### config.mk
export PLATFORM = sky130hd
export DESIGN_NAME = alu_pipe
export DESIGN_NICKNAME = d
export VERILOG_FILES = /design/src/rtl/alu_pipe_pkg.sv /design/src/rtl/alu_div_seq.sv /design/src/rtl/alu_pipe.sv
export SDC_FILE = /design/constraint.sdc
export NUM_CORES = 1
export LEC_CHECK = 0
export ABC_AREA = 1
export CORE_MARGIN = 2
export CORE_UTILIZATION = 55
export DETAILED_ROUTE_END_ITERATION = 6
export PLACE_DENSITY = 0.72
export SETUP_SLACK_MARGIN = 0.1
export SLEW_MARGIN = 20
export SYNTH_ARGS = -nofsm -noshare
export SYNTH_HDL_FRONTEND = slang
export SYNTH_SLANG_ARGS = --single-unit
### constraint.sdc
create_clock -name CLK -period 10.6 [get_ports CLK]
set_input_delay 2.12 -clock CLK [delete_from_list [all_inputs] [get_ports CLK]]
set_output_delay 2.12 -clock CLK [all_outputs]
set_load 0.01 [all_outputs]
### src/rtl/alu_pipe_pkg.sv
// alu_pipe_pkg: opcodes, flag indices and FSM encoding
// shared by alu_pipe and alu_div_seq.
package alu_pipe_pkg;

  localparam logic [1:0] UNIT_ARITH = 2'b00;
  localparam logic [1:0] UNIT_LOGIC = 2'b01;
  localparam logic [1:0] UNIT_CMP   = 2'b10;
  localparam logic [1:0] UNIT_SHIFT = 2'b11;

  localparam logic [1:0] OP_ADD = 2'd0;
  localparam logic [1:0] OP_SUB = 2'd1;
  localparam logic [1:0] OP_MUL = 2'd2;
  localparam logic [1:0] OP_DIV = 2'd3;

  localparam logic [1:0] OP_AND  = 2'd0;
  localparam logic [1:0] OP_OR   = 2'd1;
  localparam logic [1:0] OP_NAND = 2'd2;
  localparam logic [1:0] OP_NOR  = 2'd3;

  localparam logic [1:0] OP_NOP = 2'd0;
  localparam logic [1:0] OP_EQ  = 2'd1;
  localparam logic [1:0] OP_GT  = 2'd2;
  localparam logic [1:0] OP_LT  = 2'd3;

  localparam logic [1:0] OP_SHR = 2'd0;
  localparam logic [1:0] OP_SHL = 2'd1;
  localparam logic [1:0] OP_SRA = 2'd2;
  localparam logic [1:0] OP_ROL = 2'd3;

  localparam logic [3:0] FUN_DIV = {UNIT_ARITH, OP_DIV};

  localparam int FLAG_Z   = 0;
  localparam int FLAG_C   = 1;
  localparam int FLAG_V   = 2;
  localparam int FLAG_ERR = 3;

  typedef enum logic {
    IDLE = 1'b0,
    DIV  = 1'b1
  } state_t;

endpackage

### src/rtl/alu_div_seq.sv
// alu_div_seq: restoring divider, one quotient bit per clock.
// Ports: clk, rst_n (async low), start (loads operands),
//   dividend, divisor, done (last iteration this cycle),
//   quotient, remainder, div0 (divisor was zero).
module alu_div_seq #(
  parameter int DATA_WIDTH = 8
) (
  input  logic                  clk,
  input  logic                  rst_n,
  input  logic                  start,
  input  logic [DATA_WIDTH-1:0] dividend,
  input  logic [DATA_WIDTH-1:0] divisor,
  output logic                  done,
  output logic [DATA_WIDTH-1:0] quotient,
  output logic [DATA_WIDTH-1:0] remainder,
  output logic                  div0
);
  localparam int W  = DATA_WIDTH;
  localparam int CW = $clog2(W) + 1;

  logic          busy;
  logic [CW-1:0] cnt;
  logic [W-1:0]  q;
  logic [W-1:0]  r;
  logic [W-1:0]  d;
  logic [W:0]    trial;

  // bit W set means the trial subtraction went negative
  assign trial = {r, q[W-1]} - {1'b0, d};
  assign done  = busy & (cnt == CW'(W - 1));

  always_ff @(posedge clk or negedge rst_n) begin
    if (!rst_n) begin
      busy <= 1'b0;
      cnt  <= '0;
      q    <= '0;
      r    <= '0;
      d    <= '0;
      div0 <= 1'b0;
    end else if (start) begin
      busy <= 1'b1;
      cnt  <= '0;
      q    <= dividend;
      r    <= '0;
      d    <= divisor;
      div0 <= (divisor == '0);
    end else if (busy) begin
      cnt <= cnt + 1'b1;
      if (cnt == CW'(W - 1))
        busy <= 1'b0;
      // a zero divisor never goes negative: q fills
      // with ones and r ends up holding the dividend
      if (!trial[W]) begin
        r <= trial[W-1:0];
        q <= {q[W-2:0], 1'b1};
      end else begin
        r <= {r[W-2:0], q[W-1]};
        q <= {q[W-2:0], 1'b0};
      end
    end
  end

  assign quotient  = q;
  assign remainder = r;

endmodule

### src/rtl/alu_pipe.sv
// alu_pipe: handshaked W-bit ALU with registered 2W result
// and {ERR,V,C,Z} flags. Inputs: CLK, RST (async low), A, B,
// ALU_FUN, IN_VALID, OUT_READY. Outputs: IN_READY, ALU_OUT,
// FLAGS, OUT_VALID. Define ALU_DIV_EN to build the divider.
module alu_pipe
  import alu_pipe_pkg::*;
#(
  parameter  int DATA_WIDTH = 8,
  localparam int OUT_WIDTH  = 2 * DATA_WIDTH
) (
  input  logic                  CLK,
  input  logic                  RST,
  input  logic [DATA_WIDTH-1:0] A,
  input  logic [DATA_WIDTH-1:0] B,
  input  logic [3:0]            ALU_FUN,
  input  logic                  IN_VALID,
  output logic                  IN_READY,
  output logic [OUT_WIDTH-1:0]  ALU_OUT,
  output logic [3:0]            FLAGS,
  output logic                  OUT_VALID,
  input  logic                  OUT_READY
);
  localparam int W  = DATA_WIDTH;
  localparam int SW = $clog2(W);

  state_t         state_q;
  logic           div_busy;
  logic           accept;
  logic           out_free;
  logic           out_load;

  logic           ex_vld;
  logic [3:0]     ex_fun;
  logic [W-1:0]   ex_a;
  logic [W-1:0]   ex_b;

  logic [OUT_WIDTH-1:0] sum;
  logic [OUT_WIDTH-1:0] dif;
  logic [OUT_WIDTH-1:0] prod;
  logic [W-1:0]         rol;
  logic [SW-1:0]        sh;
  logic [OUT_WIDTH-1:0] res;
  logic [3:0]           flg;

  assign out_free = ~OUT_VALID | OUT_READY;
  assign div_busy = (state_q == DIV);
  assign IN_READY = ~div_busy & out_free;
  assign accept   = IN_VALID & IN_READY;
  // the ex slot completes unless a divide is still iterating
  assign out_load = ex_vld & ~div_busy & out_free;

  always_ff @(posedge CLK or negedge RST) begin
    if (!RST) begin
      ex_vld <= 1'b0;
      ex_fun <= '0;
      ex_a   <= '0;
      ex_b   <= '0;
    end else if (accept) begin
      ex_vld <= 1'b1;
      ex_fun <= ALU_FUN;
      ex_a   <= A;
      ex_b   <= B;
    end else if (out_load) begin
      ex_vld <= 1'b0;
    end
  end

`ifdef ALU_DIV_EN
  state_t       state_d;
  logic         div_start;
  logic         div_done;
  logic [W-1:0] div_q;
  logic [W-1:0] div_r;
  logic         div_zero;

  assign div_start = accept & (ALU_FUN == FUN_DIV);

  alu_div_seq #(
    .DATA_WIDTH (W)
  ) u_div (
    .clk       (CLK),
    .rst_n     (RST),
    .start     (div_start),
    .dividend  (A),
    .divisor   (B),
    .done      (div_done),
    .quotient  (div_q),
    .remainder (div_r),
    .div0      (div_zero)
  );

  always_ff @(posedge CLK or negedge RST) begin
    if (!RST)
      state_q <= IDLE;
    else
      state_q <= state_d;
  end

  always_comb begin
    state_d = state_q;
    unique case (state_q)
      IDLE: if (div_start) state_d = DIV;
      DIV:  if (div_done)  state_d = IDLE;
    endcase
  end
`else
  assign state_q = IDLE;
`endif

  assign sum  = {{W{1'b0}}, ex_a} + {{W{1'b0}}, ex_b};
  assign dif  = {{W{1'b0}}, ex_a} - {{W{1'b0}}, ex_b};
  assign prod = {{W{1'b0}}, ex_a} * {{W{1'b0}}, ex_b};
  assign sh   = ex_b[SW-1:0];

  // W is a power of two, so SW-bit index wraps mod W
  always_comb begin
    rol = '0;
    for (int i = 0; i < W; i++)
      rol[i] = ex_a[SW'(i - int'(sh))];
  end

  always_comb begin
    res = '0;
    flg = '0;
    unique case (ex_fun[3:2])
      UNIT_ARITH: begin
        unique case (ex_fun[1:0])
          OP_ADD: begin
            res = sum;
            flg[FLAG_C] = sum[W];
            flg[FLAG_V] = (ex_a[W-1] == ex_b[W-1]) &
                          (sum[W-1] != ex_a[W-1]);
          end
          OP_SUB: begin
            res = dif;
            flg[FLAG_C] = (ex_a < ex_b);
            flg[FLAG_V] = (ex_a[W-1] != ex_b[W-1]) &
                          (dif[W-1] != ex_a[W-1]);
          end
          OP_MUL: res = prod;
          OP_DIV: begin
`ifdef ALU_DIV_EN
            res = {div_r, div_q};
            flg[FLAG_ERR] = div_zero;
`else
            flg[FLAG_ERR] = 1'b1;
`endif
          end
        endcase
      end
      UNIT_LOGIC: begin
        unique case (ex_fun[1:0])
          OP_AND:  res = {{W{1'b0}}, ex_a & ex_b};
          OP_OR:   res = {{W{1'b0}}, ex_a | ex_b};
          OP_NAND: res = {{W{1'b0}}, ~(ex_a & ex_b)};
          OP_NOR:  res = {{W{1'b0}}, ~(ex_a | ex_b)};
        endcase
      end
      UNIT_CMP: begin
        unique case (ex_fun[1:0])
          OP_NOP: res = '0;
          OP_EQ:
            res = (ex_a == ex_b) ? OUT_WIDTH'(1) : '0;
          OP_GT:
            res = (ex_a > ex_b) ? OUT_WIDTH'(2) : '0;
          OP_LT:
            res = (ex_a < ex_b) ? OUT_WIDTH'(3) : '0;
        endcase
      end
      UNIT_SHIFT: begin
        unique case (ex_fun[1:0])
          OP_SHR: res = {{W{1'b0}}, ex_a >> sh};
          OP_SHL: res = {{W{1'b0}}, ex_a << sh};
          OP_SRA:
            res = {{W{1'b0}}, $signed(ex_a) >>> sh};
          OP_ROL: res = {{W{1'b0}}, rol};
        endcase
      end
    endcase
    flg[FLAG_Z] = (res == '0);
  end

  always_ff @(posedge CLK or negedge RST) begin
    if (!RST) begin
      OUT_VALID <= 1'b0;
      ALU_OUT   <= '0;
      FLAGS     <= '0;
    end else if (out_load) begin
      OUT_VALID <= 1'b1;
      ALU_OUT   <= res;
      FLAGS     <= flg;
    end else if (OUT_READY) begin
      OUT_VALID <= 1'b0;
    end
  end

endmodule

==> metrics.md, run 1 <==
| Metric | Value |
|---|---|
| Hold_buf cts | 0 |
| Vias in the first global route | 5942 |
| Initial DRC Count | 441 |
| Hold path depth | 2 |
| PostCTS Resize Cnt | 0 |
| Crit path from | OUT_READY |
| Worst-path cell chain | clkdlybuf4s50_1 -> nor2_1 -> inv_1 -> clkdlybuf4s50_1 |
| Fin. Hold Viols | 0 |
| CP Max Fanout | 4 |
| Starting Density | 56.5% |
| Area leader, netlist | nand2_1 |
| # setup viols final | 0 |
| Met2 wire length | 7900 um |
| Synth Warn # | 0 |
| Routed wire per std cell | 15.3 um |
| Top cells by area, synth | nand2_1, dfrtp_1, ha_1, fa_1, inv_1 |
| Worst Path Arrival | 3.27 ns |
| Diode count | 0 |
| Max Cap Viol | 0 |
| FMAX | 186 MHz |
| Post-detail-place hpwl | 14000 um |
| H-tree levels | 2 |
| CTS tree | built |
| Reg2reg end | FLAGS[0] |
| Synth cell types | 40 |
| Top FF cell, synth | dfrtp_1 |
| Dpl cell area | 6900 um^2 |
| Die width | 113 um |
| Kind of start point of the critical path | input port |
| Worst-path clk slew | 0.07 ns |
| Total core area | 11500 um^2 |
| WP buf/inv | 3 |
| Vias/cell | 5.33 |
| Setup Total Neg Slack | 0 ns |
| Clk sink count | 42 |
| Gr ovfl total | 0 |
| Worst Setup End Kind | output port |
| Largest net degree at the start of global routing | 43 |
| Worst slew margin | 46.2% |
| Final instance area | 7070 um^2 |
| Setup bufs post-CTS | 0 |
| Worst hold-check path type | register to register |
| DRC | 0 |
| Initial antenna violation count | 0 |
| R2r setup slk | 5.65 ns |
| Area Overhead vs Synth | 9.10% |
| Final Skew | 0.00596 ns |
| TritonRoute pass-1 iters | 6 |
| CTS Buf Count | 5 |
| Crit-path leading delay family | buffers and inverters |
| Filler cell count | 1139 |
| Hold Crit Endpoint | OUT_VALID |
| Final WL | 17800 um |
| CTS Root Cell | clkbuf_16 |
| Fraction of layout instances using a drive strength above 1 | 5.69% |
| Die area | 12700 um^2 |
| Vias | 6194 |
| Worst Max-Slew Pin Slew | 0.806 ns |
| Ports | 46 |
| Hold Crit Start | ex_vld |
| Port bufs | 45 |
| Antenna-violating nets left | 0 |
| Cells after Synth | 1000 |
| Final GP Congestion | 0.937 |
| Post-synthesis sequential area ratio | 16.2% |
| Most used cell, CP | clkdlybuf4s50_1 |
| Clk buf depth | 2 |
| Final min period | 5.39 ns |
| Req. time, crit path | 8.48 ns |
| GRT Total Usage | 29.3% |
| Post-Syn Area | 6480 um^2 |
| Slew Viols, Final | 0 |
| Fin crit share | 50.8% |
| Share of the synthesized area in the top cell type | 17.7% |
| Worst setup path category | input port to output port |
| Post-synthesis async set-or-reset flop share | 100% |
| Outcome | finished, final reports clean |
| Mapped Nets | 1125 |
| FP Rows | 39 |
| WL met3 | 1160 um |
| Worst skew pair latency | 0.29 ns |
| RSZ-0062 raised after global routing | no |
| First-pass GRT wire length | 29800 um |
| R2R cell count | 21 |
| # nets final | 1144 |
| #FFs+latches synth | 42 |
| EDFF count, synth | 0 |
| Syn Area/Cell | 6.48 um^2 |
| Launching point of the worst reg2reg path | ex_a[1] |
| WL met1 | 8510 um |
| Top sig layer | met4 |
| Die H | 113 um |
| Critical Path Max Stage Delay | 0.54 ns |
| CP max-delay cell | clkdlybuf4s50_1 |
worst register-to-register path, stage by stage, from the launching register on:
cell,delay (ns)
dfrtp_1,0.74
nand2_1,0.16
fa_1,0.50
fa_1,0.55
inv_1,0.06
fa_1,0.54
inv_1,0.06
fa_1,0.58
inv_1,0.06
ha_1,0.36
nand2_1,0.12
inv_1,0.05
nand2_1,0.07
nand3_1,0.10
or2_2,0.28
nand3_1,0.08
nand2_1,0.08
o21ai_0,0.17
nand2_1,0.07
nor2_1,0.11
nand3_1,0.08
nand2_1,0.06
how the worst max path moves through the flow:
stage	endpoint	slack, ns	cells after the start
after floorplan	FLAGS[0]	6.09	24
final	IN_READY	5.21	4
after global placement	IN_READY	5.23	4
after global routing	IN_READY	5.11	4
after detailed placement	IN_READY	5.21	4
after CTS	IN_READY	5.21	4
per-stage QoR:
| step | std cells | hold slack [ns] | setup WS (ns) | util [%] |
|---|---|---|---|---|
| detailed placement | 1155 | 0.459 | 5.21 | 60.2 |
| global placement | 1155 | 0.459 | 5.23 | 60.2 |
| finish | 1163 | 0.468 | 5.21 | 61.6 |
| floorplan | 1000 | 0.432 | 6.09 | - |
| CTS | 1163 | 0.475 | 5.21 | 61.6 |
| global route | 1163 | 0.507 | 5.11 | 61.6 |
cells by family after synthesis:
logic type	count (synthesis)	share of synthesized area, %
buf+inv	223	14.6
compound gates	106	9.45
simple gates	522	35.0
flops	42	16.2
xor+xnor	6	0.811
fa+ha+maj	101	23.9
cells in the mapped netlist (8+ instances only):
| cell | number |
|---|---|
| dfrtp_1 | 42 |
| fa_1 | 38 |
| inv_2 | 11 |
| a21oi_1 | 44 |
| o21ai_0 | 34 |
| nor2_1 | 66 |
| nand2_1 | 306 |
| clkbuf_1 | 11 |
| nand3_1 | 109 |
| ha_1 | 63 |
| inv_1 | 172 |
| nand4_1 | 10 |
| buf_2 | 12 |
| a31oi_1 | 9 |
| buf_6 | 8 |
sequential cells by signal, summed over array words and instances, names as in the netlist:
name       cells
ALU_OUT       16
FLAGS          4
OUT_VALID      1
ex_a           8
ex_b           8
ex_fun         4
ex_vld         1
area by class of cell:
type                    count  area (um^2)  share of cell area [%]
repair buffers             51          493                    6.98
well taps                 143          179                    2.53
flip-flops and latches     42         1050                    14.9
clock buffers               5          125                    1.77
clock inverters             3         40.0                   0.567
multi-input cells         735         4480                    63.4
inverters                 184          696                    9.85
placed cells by master, fill, tap and decap left out, types with 7 or more instances in the layout:
cell / count
a21oi_1: 44
a31oi_1: 9
buf_4: 7
clkdlybuf4s50_1: 44
dfrtp_1: 42
fa_1: 38
ha_1: 63
inv_1: 172
inv_2: 11
nand2_1: 306
nand3_1: 109
nand4_1: 10
nor2_1: 66
o21ai_0: 34
routing by layer:
| metal | track usage [%] | vias to the layer above |
|---|---|---|
| met5 | 0 | - |
| met4 | 6.42 | 0 |
| met3 | 3.94 | 28 |
| met2 | 45.6 | 193 |
| met1 | 43.6 | 2827 |
| li1 | - | 3146 |
Power of run 1 is left out: the tool's default activity adds up to more than one toggle a clock period on the data nets, which glitch-free logic cannot reach.
==> inputs of run 2 (changes only) <==
--- a/config.mk
+++ b/config.mk
@@ -9,7 +9,7 @@
 export CORE_MARGIN = 2
 export CORE_UTILIZATION = 55
 export DETAILED_ROUTE_END_ITERATION = 6
-export PLACE_DENSITY = 0.72
+export PLACE_DENSITY = 0.75
 export SETUP_SLACK_MARGIN = 0.1
 export SLEW_MARGIN = 20
 export SYNTH_ARGS = -nofsm -noshare
==> constraint.sdc (replaced) <==
create_clock -name CLK -period 4.8 [get_ports CLK]
set_input_delay 0.96 -clock CLK [delete_from_list [all_inputs] [get_ports CLK]]
set_output_delay 0.96 -clock CLK [all_outputs]
set_load 0.01 [all_outputs]
==> run 2 against run 1 <==
Compared with the run above:
- worst hold slack got worse by 0.0029 ns
- register-to-register slack got worse by 5.3 ns
- utilization rose by 1.7 points
- design area rose by 2.7%
- via count rose by 4.1%
- largest cell class unchanged
- global-route usage rose by 0.58 points
==> metrics.md, run 2 (synthesis gave the netlist of run 1 again) <==
| Metric | Value |
|---|---|
| Ports | 46 (unchanged) |
| Worst Path Arrival | 4.71 ns (+1.44 ns) |
| Die H | 113 um (unchanged) |
| Worst-path clk slew | 0.07 ns (about the same) |
| # nets final | 1161 (+1.5%) |
| Filler cell count | 1084 (-4.8%) |
| H-tree levels | 2 (unchanged) |
| Max Cap Viol | 0 (unchanged) |
| Kind of start point of the critical path | register |
| Routed wire per std cell | 15.7 um (+2.6%) |
| Vias/cell | 5.46 (+2.6%) |
| CTS Root Cell | clkbuf_16 |
| CP Max Fanout | 9 (+5) |
| Worst-path cell chain | buf_4 -> nand2_1 -> inv_1 -> fa_1 -> fa_1 -> fa_1 -> inv_1 -> fa_1 -> inv_1 -> ha_4 -> nand2_1 -> nand2_1 -> inv_1 -> nand3_1 -> or2_2 -> nand3_1 -> nand2_1 -> o21ai_0 -> nand2_1 -> nor2_1 -> nand3_1 -> nand2_1 |
| Clk sink count | 42 (unchanged) |
| Most common cell after layout, fill and taps aside | nand2_1 |
| CTS Buf Count | 5 (unchanged) |
| Most used cell, CP | nand2_1 |
| CP max-delay cell | fa_1 |
| Clk buf depth | 2 (unchanged) |
| Final Skew | 0.00879 ns (+0.00284 ns) |
| Total core area | 11500 um^2 (unchanged) |
| Vias | 6447 (+4.1%) |
| Worst slew margin | 45.7% (-0.52 points) |
| Die width | 113 um (unchanged) |
| First-pass GRT wire length | 30400 um (+2.0%) |
| DRC | 0 (unchanged) |
| Critical Path Max Stage Delay | 0.56 ns (+0.02 ns) |
| Most frequent cells in the layout | nand2_1, inv_1, nand3_1 |
| Number of flip-flops in the largest register | 16 (unchanged) |
| Fin. Hold Viols | 0 (unchanged) |
| Post-detail-place hpwl | 14600 um (+4.3%) |
| Req. time, crit path | 5.03 ns (-3.45 ns) |
| # setup viols final | 0 (unchanged) |
| Diode count | 0 (unchanged) |
| Setup Total Neg Slack | 0 ns (unchanged) |
| Worst skew pair latency | 0.30 ns (about the same) |
| FP Rows | 39 (unchanged) |
| Top reg by flops | ALU_OUT |
| Top Registers | ALU_OUT x16, ex_a x8, ex_b x8 |
| Worst setup path category | register to register |
| Worst hold-check path type | register to register |
| GRT Total Usage | 29.8% (+0.58 points) |
| Final min period | 4.49 ns |
| Initial DRC Count | 583 (+32%) |
| Starting Density | 56.5% (unchanged) |
| Fin crit share | 93.4% |
| Worst Max-Slew Pin Slew | 0.814 ns (+0.00784 ns) |
| Slew Viols, Final | 0 (unchanged) |
| FMAX | 223 MHz |
| Largest net degree at the start of global routing | 43 (unchanged) |
| Port bufs | 45 (unchanged) |
| Gr ovfl total | 0 (unchanged) |
| Worst Setup End Kind | register |
| Outcome | finished, final reports clean |
| Vias in the first global route | 6081 (+2.3%) |
| Area Overhead vs Synth | 12.0% |
| TritonRoute pass-1 iters | 5 (-1) |
| Antenna-violating nets left | 0 (unchanged) |
| RSZ-0062 raised after global routing | no |
| CTS tree | built |
| Initial antenna violation count | 0 (unchanged) |
| Die area | 12700 um^2 (unchanged) |
| Final WL | 18600 um (+4.1%) |
| Fraction of layout instances using a drive strength above 1 | 9.06% (+3.4 points) |
| Final GP Congestion | 0.959 (+2.3%) |
==> run 2: cell type report <==
class | instances | area, um^2 | share of cell area, %
well taps | 143 | 179 | 2.47
inverters | 184 | 696 | 9.59
multi-input cells | 735 | 4530 | 62.4
flip-flops and latches | 42 | 1060 | 14.7
repair buffers | 68 | 619 | 8.54
clock inverters | 3 | 45.0 | 0.621
clock buffers | 5 | 125 | 1.72
==> run 2: path summary, 6_finish.rpt <==
check	start	cells after the start	slack (ns)	to
setup / recovery	ex_b[3]	22	0.31	FLAGS[0]
hold / removal	ex_vld	2	0.47	OUT_VALID
setup reg to reg	ex_b[3]	22	0.31	FLAGS[0]
hold reg to reg	ex_vld	2	0.47	OUT_VALID
max in group asynchronous	RST	1	3.72	ex_b[7]
min in group asynchronous	RST	1	0.65	ex_b[1]
==> run 2: metal layers <==
| layer | share of wire [%] | GRT usage [%] | vias to the layer above |
|---|---|---|---|
| li1 | - | - | 3186 |
| met5 | 0 | 0 | - |
| met2 | 45 | 46.7 | 243 |
| met4 | 2.2 | 7.48 | 0 |
| met1 | 45 | 43.6 | 2984 |
| met3 | 7.7 | 4.54 | 34 |
==> run 2: repair_timing <==
action | CTS | global route
buffers inserted | 0 | 8
hold buffers | 0 | 0
setup endpoints to repair | 0 | 1
resized for setup | 0 | 22
==> run 2: through the flow <==
stage          setup WS [ns]  hold slack, ns  instances  utilization, %  cell area, um^2
2_1_floorplan          0.294           0.432       1000               -             6480
3_3_place_gp           0.232           0.439       1164            60.7             6970
3_5_place_dp           0.215           0.454       1164            60.7             6970
4_1_cts                0.153           0.470       1172            62.2             7140
5_1_grt               0.0630           0.495       1180            63.3             7260
6_report               0.315           0.465       1180            63.3             7260
==> run 2: worst max-delay path: cells and delay by family (launching register included) <==
family	cells	cell delay, ns
compound gates	1	0.18
buf+inv	5	0.40
simple gates	11	1.05
flops	1	0.48
fa+ha+maj	5	2.33
Power of run 2 is left out for the same reason.
